[src/rtl/mult_seq.sv]
// mult_seq: iterative 32x32->64 multiply sequencer driving the 32x8 carry-save MAC slice.
// Issues one Booth-encoded multiplier byte per cycle and folds the slice's carry-save pair back as the accumulator.
module mult_seq #(
   parameter int unsigned NSLICE = 4
) (
   input  logic        clk,
   input  logic        reset,
   input  logic        start,
   input  logic [31:0] rm,
   input  logic [31:0] rs,
   input  logic        sgn,
   input  logic        accum,
   input  logic [63:0] acc_in,
   output logic        busy,
   output logic        done,
   output logic [63:0] result,
   output logic [32:0] op1,
   output logic [9:0]  op2,
   output logic        op2_1,
   output logic [1:0]  byte_slice,
   output logic        msb,
   output logic [63:0] acc,
   input  logic [63:0] acc_op1,
   input  logic [63:0] acc_op2
);

   typedef enum logic {IDLE, RUN} state_t;

   state_t             state;
   logic [31:0]        rs_q;
   logic               sgn_q;
   logic [1:0]         k;
   logic [4:0]         chunk_lsb;
   logic signed [31:0] rs_sh_s;
   logic [31:0]        rs_sh_u;
   logic               sgn_rest_eq;
   logic               unsg_rest_zero;
   logic               last_chunk;
   logic               term;
   logic [63:0]        sum;

   assign byte_slice = k;
   assign chunk_lsb  = {k, 3'b000};
   assign sum        = acc_op1 + acc_op2;

   // Booth chunk for the slice: byte k of the latched multiplier, sign-extended to 10 bits when signed
   always_comb begin
      op2   = {(sgn_q ? {2{rs_q[chunk_lsb + 5'd7]}} : 2'b00), rs_q[chunk_lsb +: 8]};
      op2_1 = 1'b0;
      if (k != 2'd0) begin
         op2_1 = rs_q[chunk_lsb - 5'd1];
      end
   end

   // Early exit: the bits above this chunk carry no information beyond its own top bit
   always_comb begin
      rs_sh_s        = $signed(rs_q) >>> ({1'b0, chunk_lsb} + 6'd7);
      rs_sh_u        = rs_q >> ({1'b0, chunk_lsb} + 6'd8);
      sgn_rest_eq    = (rs_sh_s == '0) || (rs_sh_s == '1);
      unsg_rest_zero = (rs_sh_u == '0);
      last_chunk     = (k == 2'(NSLICE - 1));
      term           = last_chunk || (sgn_q ? sgn_rest_eq : unsg_rest_zero);
      msb            = (state == RUN) && term;
   end

   always_ff @(posedge clk) begin
      if (reset) begin
         state  <= IDLE;
         busy   <= 1'b0;
         done   <= 1'b0;
         result <= '0;
         acc    <= '0;
         op1    <= '0;
         rs_q   <= '0;
         sgn_q  <= 1'b0;
         k      <= '0;
      end else begin
         case (state)
            IDLE: begin
               done <= 1'b0;
               if (start) begin
                  op1   <= {sgn & rm[31], rm};
                  rs_q  <= rs;
                  sgn_q <= sgn;
                  acc   <= accum ? acc_in : '0;
                  k     <= '0;
                  busy  <= 1'b1;
                  state <= RUN;
               end
            end
            RUN: begin
               if (msb) begin
                  result <= sum;
                  done   <= 1'b1;
                  busy   <= 1'b0;
                  acc    <= '0;
                  k      <= '0;
                  state  <= IDLE;
               end else begin
                  acc <= sum;
                  k   <= k + 2'd1;
               end
            end
            default: begin
               state <= IDLE;
               busy  <= 1'b0;
               done  <= 1'b0;
            end
         endcase
      end
   end

endmodule

[config.mk]
export PLATFORM = sky130hd
export DESIGN_NAME = mult_seq
export DESIGN_NICKNAME = d
export VERILOG_FILES = /design/src/rtl/mult_seq.sv
export SDC_FILE = /design/constraint.sdc
export NUM_CORES = 1
export LEC_CHECK = 0
export CAP_MARGIN = 20
export CORE_AREA = 2 2 171 173
export CTS_BUF_LIST = sky130_fd_sc_hd__clkbuf_8
export DETAILED_ROUTE_END_ITERATION = 6
export DIE_AREA = 0 0 173 175
export DONT_BUFFER_PORTS = 1
export GPL_TIMING_DRIVEN = 0
export SYNTH_ARGS = -nofsm -noshare
export SYNTH_HDL_FRONTEND = slang
export SYNTH_SLANG_ARGS = --single-unit
export TNS_END_PERCENT = 10
[constraint.sdc]
create_clock -name clk -period 3.85 [get_ports clk]
set_input_delay 0.385 -clock clk [delete_from_list [all_inputs] [get_ports clk]]
set_output_delay 0.385 -clock clk [all_outputs]
set_load 0.02 [all_outputs]
After elaboration in Yosys (flattened, before gate mapping) --
Index checks and enable logic that the tools add are counted.
Storage, ports and cells: register bits 199, input port bits 261, output and inout bits 177, word-level logic and storage cells 57
Operators by class: add/subtract/negate cells 6, magnitude comparators 2, equal/unequal tests 4, shift-type cells 3, mux-type cells 22, bitwise logic cells 2, reductions and logical operators 9
Operator list (count):
- $mux W64 | 3
- $pmux W64 S2 | 1
- $add A64 B64 Y64 | 1
- $logic_not A32 Y1 | 2
- $eq A32 B32 Y1 const B | 1
- $shiftx A32 B6 Y8 | 1
- $shr A32 B6 Y32 | 1
- $sshr A32 B6 Y32 | 1
- $lt A5 B6 Y1 const B | 2
- $bmux W1 S5 | 2
- $mux W1 | 9
- $add A5 B3 Y6 const B | 1
- $add A5 B4 Y6 const B | 1
- $mux W2 | 3
- $pmux W1 S2 | 3
- $reduce_and A2 Y1 | 3
- $add A5 B3 Y5 const B | 1
- $sub A5 B1 Y5 const B | 1
- $ne A2 B2 Y1 const B | 2
- $pmux W2 S2 | 1
- $add A2 B1 Y2 const B | 1
- $eq A2 B2 Y1 const B | 1
- $logic_or A1 B1 Y1 | 2
- $reduce_bool A2 Y1 | 1
- 3 further kinds | 3

Depth between registers and ports, before layout --
Gate-level depths: netlist of the first run.
depth after elaboration 9, gate-level depth with buffers 14, depth with buffers taken out 12

Least setup slack after synthesis of the first run --
No wires, ideal clock.
path type input-to-reg, start input acc_op1[0], end register acc[60], library setup time 0.130 ns, arrival time 3.060 ns, required time 3.720 ns, path slack 0.660 ns, stages on the path 12, buffers on the path 0, cell sequence ha_1 > fa_1 > a21o_1 > a221oi_1 > o211ai_1 > a21boi_1 > o21ai_0 > o2111ai_1 > a21oi_1 > a311oi_1 > xor2_1 > o22ai_1
On the way: word-level cells in the longest chain between the ends 3
RTL lines:
- start, declared | line 23 | input logic [63:0] acc_op1,
- $add A64 B64 Y64 | line 44 | assign sum = acc_op1 + acc_op2;
- $mux W64 | line 92 | if (msb) begin
- $pmux W64 S2 | line 78 | case (state)
- end signal, assigned | line 85 | acc <= accum ? acc_in : '0;
- end signal, assigned | line 100 | acc <= sum;
- end, declared | line 22 | output logic [63:0] acc,
No other way between the ends. A chain may end at the register's enable or synchronous reset.

Final worst setup path of the first run --
start register rs_q[17], end output msb
On the way: word-level cells in the longest chain between the ends 6, elaborated cells between the ends (all ways) 9, classes of those cells 1 x eq/ne; 2 x shift; 1 x mux; 5 x reduce/logical
RTL lines:
- start, declared | line 30 | logic [31:0] rs_q;
- start signal, assigned | line 83 | rs_q <= rs;
- $sshr A32 B6 Y32 | line 57 | rs_sh_s = $signed(rs_q) >>> ({1'b0, chunk_lsb} + 6'd7);
- $eq A32 B32 Y1 / $logic_not A32 Y1 (equally long branches) | line 59 | sgn_rest_eq = (rs_sh_s == '0) || (rs_sh_s == '1);
- $logic_or A1 B1 Y1 | line 59
- $mux W1 (*) | line 62 | term = last_chunk || (sgn_q ? sgn_rest_eq : unsg_rest_zero);
- $logic_or A1 B1 Y1 (*) | line 62
- $logic_and A1 B1 Y1 (*) | line 63 | msb = (state == RUN) && term;
- end, declared | line 21 | output logic msb,
Mark *: on every way between the ends. The rest lies on a longest branch, timed or not.

==> impl_metrics.tcl, run 1 <==
set metrics [dict create \
    fin_crit_sh_pct 96.6 \
    violations "DRC" \
    die_w_um 173 \
    dieArea_mm2 0.0303 \
    synth_seq_cells 199 \
    gr-usage-all-layers_pct 31.1 \
    grt_antenna_before_repair 2 \
    syn_inst 1524 \
    cp_max_fo 10 \
    grt_first_pass_wirelength_um 72400 \
    reg2reg_to "acc[48]$_SDFFE_PP0P_" \
    die_h_um 175 \
    pwr-share-clk_pct 26.0 \
    syn_area_per_cell_um2 7.72 \
    endpoint_kind "primary output" \
    multiInputGateArea_mm2 0.00722 \
    clockRootBuffer "clkbuf_8" \
    ir_worst_vdd_mv 0.198 \
    min_from "rm[12]" \
    overflow 0 \
    ys_types 69 \
    holdWs_ns 0.0192 \
    max_freq_ghz 0.269 \
    antenna_left 0 \
    switchingPower_mw 2.07 \
    start_kind "register" \
    wirelength_um 49100 \
    arrival_ns 3.33 \
    setup_viol_count_final 0 \
    path_class "register to primary output" \
    cts_buffers 17 \
    syn-num-nets 1851 \
    p_int_mw 3.23 \
    synth_top_cell_by_area "dfxtp_1" \
    clk_pin_slew_ns 0.11 \
    h-tree-depth 4 \
    place_area_mm2 0.0122 \
    slew_violations 0 \
    ys_top_cells_by_count "nand2_1, a21oi_1, dfxtp_1" \
    start_util_pct 41.4 \
    rows 62 \
    combPwrFrac_pct 27.2 \
    routedWlPerCell_um 24.9 \
    reg2reg_setup_slack_ns 0.27 \
    p_seq_share_pct 46.8 \
    min_path_type "input pin to register" \
    slew_headroom_pct 43.2 \
    viasPerCell 6.15 \
    worstMarginPinSlew_ns 0.852 \
    area_growth_pct 10.2 \
    synthMostInstantiatedCell "nand2_1" \
    switching_share_pct 39.1 \
    routabilityCongestion 0.923 \
    skew_ns 0.0196 \
    hold_viol 0 \
    fin_nets 1902 \
    final_area_mm2 0.0130 \
    grt_max_degree 19 \
    reg2reg_from "byte_slice[1]$_SDFFE_PP0P_" \
    drc_errors 2 \
    min_to "op1[12]$_SDFFE_PP0P_" \
    drt_first_pass_iters 7 \
    synth_enable_flop_cells 0 \
    r2r_cells 11 \
    vias 12100 \
    clk-insertion-delay-late_ns 0.50 \
    p_leak_nw 4.86 \
    synth_top_area_share_pct 33.9 \
    hold_path_depth 2 \
    drive_gt1_share_pct 5.16 \
    numPortBuffers 0 \
    status "complete, but fails checks" \
    synth_ff_type "dfxtp_1" \
    ioPinCount 438 \
    drtIter0Drc 956 \
    min_period_ns 3.72 \
    async_reset_ff_share_pct 0 \
    ys_seq_area_share_pct 33.9 \
    synth_warnings 0 \
    synth_area_mm2 0.0118 \
    cts.sinks 199 \
    core_area_mm2 0.0284 \
    synth_area_leaders "dfxtp_1, nand2_1, a21oi_1, ha_1, a221oi_1" \
    grt_pass1_vias 11400 \
    fillerInstances 2913 \
    powerDensity_mw_per_mm2 409 \
    rsz0062_at_grt "false" \
    regArea_mm2 0.00399 \
    dp_hpwl_um 38900 \
    clockBufferDepth 2 \
    cap_violations 0 \
    cp_data_required_time_ns 3.46 \
    finalPower_mw 5.31 \
    cts_tree "yes" \
]
==> critical path, cell delays in order (launching register included) <==
cell	delay, ns
dfxtp_1	0.41
or4_4	0.55
or4_4	0.45
a211oi_1	0.40
o2111ai_1	0.21
nand3_2	0.18
nand2_4	0.10
inv_2	0.10
clkbuf_2	0.43
==> cell type report <==
class | instances | area share [%]
multi-input combinational | 1181 | 55.7
sequential | 199 | 30.8
tap | 384 | 3.71
buffer | 120 | 3.69
timing repair buffer | 32 | 2.47
clock buffer | 17 | 1.81
clock inverter | 15 | 1.11
inverter | 24 | 0.695
antenna | 2 | 0.0386
==> power by group through the flow <==
stage | combinational, mW | sequential, mW | clock, mW
floorplan | 1.00 | 2.46 | 0
global placement | 1.38 | 2.53 | 0
detailed placement | 1.38 | 2.53 | 0
CTS | 1.42 | 2.48 | 1.39
global route | 1.57 | 2.49 | 1.46
finish | 1.45 | 2.48 | 1.38
==> routing by layer <==
layer	routed length, um	up-vias	track usage (%)
li1	-	5584	-
met1	20000	5855	39.1
met2	23200	615	52.1
met3	4450	78	7.85
met4	1450	0	9.78
met5	0	-	0
==> registers in the layout, indices dropped and copies added (netlist names) <==
register,cells
acc,64
result,64
state,1
op1,33
done,1
sgn_q,1
byte_slice,2
rs_q,32
busy,1
==> placed cells by master, fill, tap and decap left out, drive strengths merged, types with 4 or more instances in the layout <==
| cell type | n |
|---|---|
| nand2 | 293 |
| a21oi | 202 |
| dfxtp | 199 |
| clkbuf | 116 |
| nor2 | 99 |
| nor3 | 67 |
| ha | 65 |
| o21ai | 58 |
| a221oi | 49 |
| xnor2 | 44 |
| a21o | 36 |
| dlygate4sd3 | 32 |
| inv | 30 |
| nand4 | 28 |
| nand3 | 21 |
| buf | 21 |
| o21bai | 18 |
| a22oi | 17 |
| mux4 | 16 |
| xor2 | 16 |
| o22ai | 16 |
| a31oi | 12 |
| and3 | 12 |
| and2 | 11 |
| nor2b | 11 |
| a211oi | 9 |
| nor4 | 8 |
| o21a | 8 |
| clkinv | 5 |
| or4 | 5 |
| o2111ai | 4 |
| a311oi | 4 |
| o31ai | 4 |
| nor4b | 4 |
| a21boi | 4 |
==> kinds of logic after synthesis <==
| group | share of synthesized area [%] |
|---|---|
| flip-flops | 33.9 |
| AO/OA/AOI/OAI | 25.0 |
| adder cells (fa/ha/maj) | 7.08 |
| XOR/XNOR | 4.47 |
| AND/OR/NAND/NOR | 21.7 |
| buffers and inverters | 4.79 |
| multiplexers | 3.15 |
==> through the flow <==
stage | setup TNS (ns) | instances | setup slack, ns | utilization (%)
6_report | 0 | 1974 | 0.130 | 45.6
5_1_grt | 0 | 1972 | 0.00406 | 45.6
4_1_cts | 0 | 1971 | 0.0216 | 45.5
3_5_place_dp | -1.45 | 1908 | -0.274 | 43.1
3_3_place_gp | -1.18 | 1908 | -0.252 | 43.1
2_1_floorplan | 0 | 1524 | 0.660 | -
==> what timing repair did <==
action,in CTS,in global routing
endpoints found under the hold margin,31,1
gates resized for setup,1,9
hold buffers,31,1
setup endpoints to repair,1,71
buffers inserted,0,0
==> worst max path at each step <==
stage | slack, ns | to | from | cells past startpoint
after floorplan | 0.66 | acc[60]$_SDFFE_PP0P_ | acc_op1[0] | 12
after global placement | -0.25 | acc[48]$_SDFFE_PP0P_ | acc_op1[0] | 12
after detailed placement | -0.27 | acc[48]$_SDFFE_PP0P_ | acc_op1[0] | 12
after CTS | 0.02 | acc[40]$_SDFFE_PP0P_ | byte_slice[0]$_SDFFE_PP0P_ | 9
after global routing | 0.004 | acc[48]$_SDFFE_PP0P_ | byte_slice[1]$_SDFFE_PP0P_ | 11
final | 0.13 | msb | rs_q[17]$_SDFFE_PP0P_ | 8
No activity file was read; power rests on OpenSTA's default activity.
==> run 2: changes to the inputs <==
CORE_AREA = unset   (was 2 2 171 173)
CORE_MARGIN = 2   (was unset)
CORE_UTILIZATION = 39   (was unset)
DIE_AREA = unset   (was 0 0 173 175)
RECOVER_POWER = 25   (was unset)
==> impl_metrics.tcl, run 2 (same netlist as run 1, synthesis figures left out) <==
set metrics [dict create \
    utilization_pct 45.0 \
    dp_hpwl_um 38800 \
    post-cts-setup-buffers 0 \
    numPortBuffers 0 \
    fin_nets 1935 \
    cp_max_fo 10 \
    area_growth_pct 13.5 \
    r2r_cells 10 \
    hold_viol 0 \
    clockRootBuffer "clkbuf_8" \
    die_h_um 178 \
    slew_headroom_pct 41.5 \
    vias 12300 \
    die_w_um 178 \
    routedWlPerCell_um 24.9 \
    worstMarginPinSlew_ns 0.878 \
    final_cell_mix "nand2_1, a21oi_1, dfxtp_1" \
    routabilityCongestion 0.984 \
    rows 63 \
    wirelength_um 50200 \
    powerDensity_mw_per_mm2 407 \
    slew_violations 0 \
    drive_gt1_share_pct 5.24 \
    place_area_mm2 0.0123 \
    rsz0062_at_grt "true" \
    hold_path_depth 2 \
    cts_buffers 17 \
    ir_worst_vdd_mv 0.225 \
    cp_data_required_time_ns 3.46 \
    clk_pin_slew_ns 0.10 \
    gr-usage-all-layers_pct 30.9 \
    skew_ns 0.0228 \
    overflow 0 \
    drt_first_pass_iters 5 \
    core_area_mm2 0.0296 \
    antenna_left 0 \
    status "complete, no violations" \
    endpoint_kind "primary output" \
    max_freq_ghz 0.280 \
    min_from "rm[20]" \
    clk-insertion-delay-late_ns 0.52 \
    min_period_ns 3.58 \
    largestRegisters "acc (64), result (64), op1 (33)" \
    reg2reg_setup_slack_ns 0.29 \
    cts.sinks 199 \
    min_path_type "input pin to register" \
    start_util_pct 39.7 \
    viasPerCell 6.08 \
    ioPinCount 438 \
    fin_crit_sh_pct 92.9 \
    drtIter0Drc 970 \
    p_leak_nw 5.01 \
    start_kind "register" \
    drc_errors 0 \
    grt_antenna_before_repair 6 \
    finalPower_mw 5.43 \
    reg2reg_to "acc[28]$_SDFFE_PP0P_" \
    cts_tree "yes" \
    arrival_ns 3.19 \
    cap_violations 0 \
    grt_first_pass_wirelength_um 73100 \
    dieArea_mm2 0.0316 \
    clockBufferDepth 2 \
    final_area_mm2 0.0133 \
    min_to "op1[20]$_SDFFE_PP0P_" \
    critPathLaunch "byte_slice[0]$_SDFFE_PP0P_" \
    final_common_cell "nand2_1" \
    reg2reg_from "byte_slice[0]$_SDFFE_PP0P_" \
    grt_max_degree 19 \
    path_class "register to primary output" \
    setup_viol_count_final 0 \
    h-tree-depth 4 \
    grt_pass1_vias 11700 \
]
-- run 2: cell count changes in the layout (fill, tap and decap cells not counted), moves of 2 or more --
cell	previous run	this run
clkbuf_2	4	2
diode_2	2	6
inv_8	0	2
clkinv_4	5	2
dlygate4sd3_1	32	65
-- run 2: layout make-up --
class | count | area [um^2]
Fill cell | 2961 | 16300
Multi-Input combinational cell | 1181 | 7230
Sequential cell | 199 | 3990
Timing Repair Buffer | 65 | 651
Tap cell | 390 | 488
Buffer | 120 | 477
Clock buffer | 18 | 248
Clock inverter | 14 | 163
Inverter | 24 | 90.1
Antenna cell | 6 | 15.0
-- run 2: timing repair --
item                       CTS  global route
hold endpoints to repair    66             0
hold buffers                65             0
resized for setup            1            13
pin swaps                    0             0
setup endpoints to repair    1            79
-- run 2: stage by stage --
stage / hold slack (ns) / TNS (ns) / cells / setup slack (ns)
2_1_floorplan: 0.433 / 0 / 1524 / 0.660
3_3_place_gp: 0.441 / -2.05 / 1914 / -0.327
3_5_place_dp: 0.450 / -1.60 / 1914 / -0.263
4_1_cts: 0.0129 / 0 / 2011 / 0.0357
5_1_grt: 0.0276 / -0.126 / 2015 / -0.0459
6_report: 0.0563 / 0 / 2017 / 0.273
-- run 2: layer usage --
metal  global-route usage, %  vias up  wire (um)
met2                    50.0      701      23200
met1                    38.0     5804      19900
met3                    9.53      113       5170
met4                    13.0        2       1880
met5                       0        -         14
li1                        -     5647          -
-- run 2: worst max-delay path by stage --
stage / endpoint / slack, ns / depth (start not counted)
floorplan: acc[60]$_SDFFE_PP0P_ / 0.66 / 12
global placement: acc[48]$_SDFFE_PP0P_ / -0.33 / 12
detailed placement: acc[60]$_SDFFE_PP0P_ / -0.26 / 12
CTS: acc[40]$_SDFFE_PP0P_ / 0.04 / 11
global route: result[46]$_SDFFE_PP0P_ / -0.05 / 12
finish: msb / 0.27 / 8
-- run 2: report_power, final --
group / switching (mW) / internal (mW) / leakage (nW)
clock network: 0.851 / 0.612 / 0.201
logic: 0.954 / 0.533 / 3.18
registers: 0.284 / 2.20 / 1.63
-- run 2: worst max-delay path: stages (launching register included) --
cell and delay [ns]:
dfxtp_2 0.49, buf_2 0.34, mux4_2 0.57, nor4_1 0.26, o2111ai_1 0.21, nand3_2 0.18
nand2_4 0.12, inv_2 0.10, buf_2 0.40
